## src/rtl/chan_rotator.sv

```systemverilog
`default_nettype none
// +--------------------------------------------------------------------------+
// | Module   : chan_rotator                                                  |
// | Brief    : Steps a channel index up/down and registers the selected      |
// |            channel word. Macro CHAN_ROTATOR_EDGE_EN: advance on d edge.  |
// | Revision : 1.0 - initial release                                         |
// +--------------------------------------------------------------------------+
module chan_rotator #(
  parameter int WIDTH = 8,
  parameter int NCH   = 4
) (
  input  logic                     clk,
  input  logic                     reset,
  input  logic                     d,
  input  logic                     dir,
  input  logic                     hold,
  input  logic                     clr,
  input  logic [NCH*WIDTH-1:0]     data_in,
  output logic [WIDTH-1:0]         x_var,
  output logic [$clog2(NCH)-1:0]   sel,
  output logic                     wrap,
  output logic                     active
);

  localparam int                 c_sel_w = $clog2(NCH);
  localparam logic [c_sel_w-1:0] c_last  = c_sel_w'(NCH - 1);
  localparam logic [c_sel_w-1:0] c_one   = c_sel_w'(1);

  typedef enum logic [1:0] {
    ST_IDLE   = 2'd0,
    ST_ACTIVE = 2'd1,
    ST_FROZEN = 2'd2
  } state_t;

  state_t               r_state;
  logic [c_sel_w-1:0]   r_sel;
  logic [WIDTH-1:0]     r_x;
  logic                 r_wrap;
  logic                 r_active;

  logic                 w_adv;
  logic [WIDTH-1:0]     w_sel_data;
  logic [c_sel_w-1:0]   w_sel_step;
  logic                 w_step_wraps;

`ifdef CHAN_ROTATOR_EDGE_EN
  // d history runs in every state so an edge seen while frozen is spent there
  logic r_d_prev;

  always_ff @(posedge clk or negedge reset) begin
    if (!reset) begin
      r_d_prev <= 1'b0;
    end else begin
      r_d_prev <= d;
    end
  end

  assign w_adv = d & ~r_d_prev;
`else
  assign w_adv = d;
`endif

  always_comb begin
    w_sel_data = '0;
    for (int k = 0; k < NCH; k++) begin
      if (r_sel == c_sel_w'(k)) begin
        w_sel_data = data_in[k*WIDTH +: WIDTH];
      end
    end
  end

  // Modular step; >= guards keep the index inside 0..NCH-1 for any NCH
  always_comb begin
    w_sel_step   = r_sel;
    w_step_wraps = 1'b0;
    if (dir) begin
      if (r_sel == '0) begin
        w_sel_step   = c_last;
        w_step_wraps = 1'b1;
      end else begin
        w_sel_step   = r_sel - c_one;
      end
    end else begin
      if (r_sel >= c_last) begin
        w_sel_step   = '0;
        w_step_wraps = 1'b1;
      end else begin
        w_sel_step   = r_sel + c_one;
      end
    end
  end

  always_ff @(posedge clk or negedge reset) begin
    if (!reset) begin
      r_state  <= ST_IDLE;
      r_sel    <= '0;
      r_x      <= '0;
      r_wrap   <= 1'b0;
      r_active <= 1'b0;
    end else if (clr) begin
      r_state  <= ST_IDLE;
      r_sel    <= '0;
      r_x      <= '0;
      r_wrap   <= 1'b0;
      r_active <= 1'b0;
    end else begin
      r_wrap <= 1'b0;
      case (r_state)
        ST_IDLE: begin
          r_sel <= '0;
          r_x   <= '0;
          if (w_adv) begin
            r_state  <= ST_ACTIVE;
            r_active <= 1'b1;
          end
        end
        ST_ACTIVE: begin
          if (hold) begin
            r_state  <= ST_FROZEN;
            r_active <= 1'b0;
          end else begin
            // x_var follows the index as it stood before this edge
            r_x <= w_sel_data;
            if (w_adv) begin
              r_sel  <= w_sel_step;
              r_wrap <= w_step_wraps;
            end
          end
        end
        ST_FROZEN: begin
          if (!hold) begin
            r_state  <= ST_ACTIVE;
            r_active <= 1'b1;
          end
        end
        default: begin
          r_state  <= ST_IDLE;
          r_sel    <= '0;
          r_x      <= '0;
          r_active <= 1'b0;
        end
      endcase
    end
  end

  assign x_var  = r_x;
  assign sel    = r_sel;
  assign wrap   = r_wrap;
  assign active = r_active;

endmodule
`default_nettype wire

```

## config.mk

```make
export PLATFORM = sky130hd
export DESIGN_NAME = chan_rotator
export DESIGN_NICKNAME = d
export VERILOG_FILES = /design/src/rtl/chan_rotator.sv
export SDC_FILE = /design/constraint.sdc
export NUM_CORES = 1
export LEC_CHECK = 0
export ABC_CLOCK_PERIOD_IN_PS = 2900
export CORE_UTILIZATION = 42
export DETAILED_ROUTE_END_ITERATION = 12
export GPL_TIMING_DRIVEN = 0
export PLACE_DENSITY = 0.85
export REMOVE_ABC_BUFFERS = 1
export SLEW_MARGIN = 20
export SYNTH_ARGS = -nofsm -noshare
export SYNTH_HDL_FRONTEND = slang
export SYNTH_SLANG_ARGS = --single-unit
```

## constraint.sdc

```tcl
create_clock -name clk -period 2.9 [get_ports clk]
set_clock_uncertainty 0.2 [all_clocks]
set_input_delay 0.435 -clock clk [delete_from_list [all_inputs] [get_ports clk]]
set_output_delay 0.435 -clock clk [all_outputs]
set_load 0.05 [all_outputs]
```

==> metrics.txt, run 1 <==
status finished clean; Worst Setup SP sel[0]; Num CTS Buffers 3; CP Class reg2out; die height 49.58 um; switching pwr 127.7 uW; CP bufs+invs 1; vias in the first global route slightly above 900; Reg2Reg Depth 5; worst-path fanout max 5; Post-Syn Instances 92; EDFF count, synth 0; Initial Util 46.57%; Fin. Hold Viols 0; Skew-Pair Late Insertion Delay 280 ps; final clock period utilization by the worst path between 70% and 80%; core area 0.002042 mm^2; Layout area overhead 56.05%; maximum VDD drop roughly 340 uV; crit path max-delay cell type clkdlybuf4s50_1; routed vias/inst 5.361; initial antenna violation count 0; largest area contributor in the netlist dfrtp_1; GPL Wtd Cong 0.7694; largest net degree at the start of global routing 18; min Tclk post-route roughly 2200 ps; GRT Util Overall between 20% and 30%; clock power share 29.8%; setup tns final 0 ps; Die Wd ~50 um; CP top delay family buffers and inverters; number of buffers added on ports just under 50; Worst EP required 2270 ps; CP arrival 1540 ps; DR DRC count 0; Sw Ratio approximately a quarter; Hold Buf Count CTS 0; Pleak a little under 0.7 nW; Cell Chain, Critical Path clkdlybuf4s50_1; synth top area cells dfrtp_1 37%, and3b_1 8.3%, o2bb2ai_1 8.3%; sequential share of the synthesized area a little under two fifths; CTS tree done; fmax 0.4607 GHz; Initial DRC Count 4; mean post-synth cell area 10.34 um^2; Post-synth top flop dfrtp_1; cell-internal power around 350 uW; Final ANT Viol Nets 0; Worst-Margin Slew 635.9 ps; HP Class reg2reg; Max-Cap Viols 0; fin. max-slew vios 0; # rows 16; final WL 2682 um; final instance area about 0.0015 mm^2; RR Startpoint sel[0]; final setup violation count 0; Slew headroom 57.47%; combinational share of power between 20% and 30%; average wire per standard cell 15.87 um; Final #Nets 185; clock sink total 14; Via Count ~900; layout cells sized above 1 4.225%; CTS H-tree lvls 1; Distinct cells, synth 23; Worst Hold End x_var[4]; sequential share of power 43.4%; die area 0.002458 mm^2; clock-pin slew on the worst setup and hold paths 90 ps; 1st-pass router iterations 4; Fin Hold WS 298.9 ps; Power Dens Cells roughly 320 mW/mm^2; FF-to-FF setup slack 820 ps; Yosys reg bits 14; placed cell area between 0.001 and 0.0015 mm^2; Worst Setup End Kind output port; Setup Buffers After CTS 0; total power roughly 480 uW; RSZ-0062 raised after global routing no; top cell type's share of synthesized area 36.84%; Post-DP HPWL 2041 um; CP startpoint kind flop; crit-path max cell delay 830 ps; Inserted Diodes 0; Worst R2R End x_var[5]; Min-Delay Path Depth 1; Synth warnings 0; Resize count post-CTS 0; clock buffer depth 2; GRT Residual Overflow 0; Synth Cell Area 950.9 um^2; FFs w/ async S/R, synth 100.0%; number of I/O pins 50; first-pass GRT wire length between 4000 and 5000 um; clk root buf clkbuf_4; hold path start x_var[4]
metal layers:
| metal | vias up | routed length [um] | global-route usage [%] |
|---|---|---|---|
| li1 | 452 | - | - |
| met1 | 412 | 1314 | 32.05 |
| met2 | 38 | 1176 | 36.04 |
| met3 | 4 | 168 | 4.012 |
| met4 | 0 | 23 | 7.143 |
| met5 | - | 0 | 0 |
Yosys cell counts (3+ instances only):
master     instances
a21oi_1            4
a211oi_1           8
dfrtp_1           14
a21o_1             9
o2bb2ai_1          9
o21ai_0            7
inv_1              4
and3b_1            9
ha_1               4
and2b_1            3
nand2b_1           5
power groups by stage:
| stage | combinational, mW | sequential, mW | clock, mW |
|---|---|---|---|
| CTS | 0.129 | 0.208 | 0.144 |
| global placement | 0.126 | 0.211 | 0 |
| floorplan | 0.0358 | 0.227 | 0 |
| detailed placement | 0.128 | 0.212 | 0 |
| global route | 0.137 | 0.209 | 0.148 |
| finish | 0.128 | 0.208 | 0.142 |
state kept, by name, indices dropped and copies added (netlist names):
name	cells
wrap	1
active	1
r_state	2
x_var	8
sel	2
layout make-up:
class,instances,area [um^2]
clock buffer,4,36.28
fill,159,558.0
inverter,4,15.01
multi-input combinational,71,558.0
sequential,14,350.3
tap,27,33.78
timing repair buffer,49,490.5
placed cells by master (no fill, tap or decap), types with 5 or more instances in the layout:
| cell type | Yosys | layout |
|---|---|---|
| dfrtp_1 | 14 | 14 |
| and3b_1 | 9 | 9 |
| o2bb2ai_1 | 9 | 9 |
| clkdlybuf4s50_1 | 0 | 49 |
| nand2b_1 | 5 | 5 |
| a211oi_1 | 8 | 8 |
| a21o_1 | 9 | 9 |
| o21ai_0 | 7 | 7 |
metrics by stage:
| stage | util (%) | std cells | setup WS [ps] |
|---|---|---|---|
| floorplan | - | 89 | 824.8 |
| global placement | 70.89 | 165 | 794.2 |
| detailed placement | 70.89 | 165 | 732.9 |
| CTS | 72.67 | 169 | 713.6 |
| global route | 72.67 | 169 | 651.9 |
| finish | 72.67 | 169 | 729.6 |
worst reg2reg max path: stages, from the launching register on:
cell and delay, ps:
dfrtp_1 440, inv_1 120, ha_1 490, nor3b_2 190
a211oi_1 400, o2bb2ai_1 130
logic make-up after synthesis:
kind of cell,count (synthesis),share of synthesized area [%]
AOI/OAI and AO/OA,44,33.29
buffers and inverters,7,4.473
adders and majority gates,4,5.263
and+or+nand+nor,22,19.21
DFF,14,36.84
xor gates and xnor gates,1,0.9212
how the worst max path moves through the flow:
| stage | cells after the start | to | slack, ps |
|---|---|---|---|
| 6_report | 1 | sel[0] | 730 |
| 3_5_place_dp | 4 | x_var[1] | 730 |
| 5_1_grt | 5 | x_var[5] | 650 |
| 4_1_cts | 1 | sel[0] | 710 |
| 3_3_place_gp | 4 | sel[0] | 790 |
| 2_1_floorplan | 5 | x_var[0] | 820 |
Note: power is estimated with default switching activity, not from simulation.
==> run 2: changes to the inputs <==
ABC_CLOCK_PERIOD_IN_PS = 1800   (was 2900)
CORE_UTILIZATION = 35   (was 42)
PLACE_DENSITY = 0.75   (was 0.85)
clock period = 1.8 ns   (was 2.9 ns; I/O delays follow)
==> metrics.txt, run 2 (synthesized netlist as in run 1, its figures left out) <==
CP arrival 1700 ps (+160 ps); clock buffer depth 2 (unchanged); Worst Setup SP sel[0]; Fin. Hold Viols 0 (unchanged); Final ANT Viol Nets 0 (unchanged); GRT Residual Overflow 0 (unchanged); Pleak 0.7747 nW (+12%); final instance area 0.001587 mm^2 (+6.9%); Skew-Pair Late Insertion Delay 270 ps (about the same); Max-Cap Viols 0 (unchanged); placed cell area 0.001451 mm^2 (+0.26%); DR DRC count 0 (unchanged); Worst Setup End Kind flop; final clock period utilization by the worst path 97.03%; final worst-path setup slack 53.50 ps (-676.1 ps); layout cells sized above 1 15.86% (+12 points); final WL 2881 um (+7.4%); Post-DP HPWL 2078 um (+1.8%); Cell Chain, Critical Path inv_2 > ha_1 > nor3b_4 > buf_4 > a211oi_2 > o2bb2ai_1; Reg2Reg Depth 6 (+1); max FFs per register 8 (unchanged); maximum VDD drop 371.2 uV (+8.2%); first-pass GRT wire length 3836 um (-11%); Via Count 955 (+5.4%); clock sink total 14 (unchanged); average wire per standard cell 16.46 um (+3.7%); most frequent cells in the layout 37 x clkdlybuf4s50_1, 12 x dfrtp_1, 12 x dlygate4sd2_1; CTS tree done; commonest non-fill, non-tap cell in the layout clkdlybuf4s50_1; Power Dens Cells 493.7 mW/mm^2 (+53%); Inserted Diodes 0 (unchanged); routed vias/inst 5.457 (+1.8%); # rows 18 (+2); CTS H-tree lvls 1 (unchanged); Initial Util 37.70% (-8.9 points); core area 0.002522 mm^2 (+24%); vias in the first global route 835 (-11%); GRT Util Overall 18.72% (-4.3 points); crit-path max cell delay 410 ps (-420 ps); number of buffers added on ports 49 (unchanged); Worst EP required 1750 ps (-520 ps); initial antenna violation count 0 (unchanged); CP startpoint kind flop; crit path max-delay cell type dfrtp_2; CP Class reg2reg; largest net degree at the start of global routing 18 (unchanged); die height 54.13 um (+9.2%); Num CTS Buffers 3 (unchanged); Layout area overhead 66.84%; HP Class in2async; status finished clean; worst-path fanout max 8 (+3); Die Wd 54.13 um (+9.2%); clk root buf clkbuf_4; min Tclk post-route 1747 ps; number of I/O pins 50 (unchanged); Final #Nets 188 (+1.6%); die area 0.002930 mm^2 (+19%); clock-pin slew on the worst setup and hold paths 80 ps (about the same); 1st-pass router iterations 4 (unchanged); Placement Setup Slack -332.6 ps (-1066 ps); RR Startpoint sel[0]; Worst-Margin Slew 644.0 ps (+8.090 ps); Slew headroom 56.93% (-0.54 points); Initial DRC Count 7 (+3); GPL Wtd Cong 0.7743 (+0.64%); fmax 0.5726 GHz; Fin Hold WS 187.4 ps (-111.6 ps); final setup violation count 0 (unchanged); fin. max-slew vios 0 (unchanged)
==> run 2: changes by cell type in the layout (fill, tap and decap cells not counted), sizes merged <==
cell	previous run	this run
clkdlybuf4s50	49	37
buf	0	3
dlygate4sd2	0	12
==> run 2: critical path, delay by kind of cell, from the launching register on <==
kind,cells,cell delay (ps)
flip-flops,1,410
AND/OR/NAND/NOR,1,150
AO/OA/AOI/OAI,2,400
adder cells (fa/ha/maj),1,210
buffers and inverters,2,260
==> run 2: final cells by class <==
type	count	area, um^2
clock buffers	4	36.28
fillers	218	935.9
inverters	4	15.01
multi-input cells	71	649.4
flip-flops and latches	14	352.8
well taps	30	37.54
repair buffers	52	495.5
==> run 2: metal layers <==
metal	part of all wire (%)	track usage, %	vias to the layer above
li1	-	-	460
met1	42	23.75	468
met2	53	31.91	25
met3	4.3	2.825	2
met4	0.66	6.410	0
met5	0	0	-
==> run 2: repair_timing <==
action | in CTS | in global routing
setup endpoints to repair | 20 | 9
pin swaps | 0 | 3
resized for setup | 17 | 15
setup buffers | 0 | 3
hold buffers | 0 | 0
cloned | 0 | 0
==> run 2: metrics by stage <==
| step | instances | utilization (%) | total power [mW] | TNS (ps) |
|---|---|---|---|---|
| 2_1_floorplan | 89 | - | 0.4239 | -2201 |
| 3_3_place_gp | 168 | 57.54 | 0.5432 | -2180 |
| 4_1_cts | 172 | 59.42 | 0.7667 | -170.6 |
| 5_1_grt | 175 | 62.90 | 0.8205 | -15.74 |
| 3_5_place_dp | 168 | 57.54 | 0.5478 | -2693 |
| 6_report | 175 | 62.90 | 0.7833 | 0 |
==> run 2: final timing paths <==
path | to | slack, ps
max in group asynchronous | sel[1] | 760
worst max-delay path | x_var[2] | 50
worst max register to register | x_var[2] | 50
min in group clk | x_var[0] | 300
worst min-delay path | x_var[7] | 190
worst min register to register | x_var[0] | 300
==> run 2: power by group <==
group | switching, mW | internal [mW]
Combinational | 0.0998 | 0.127
Sequential | 0.0100 | 0.325
Clock | 0.0985 | 0.123
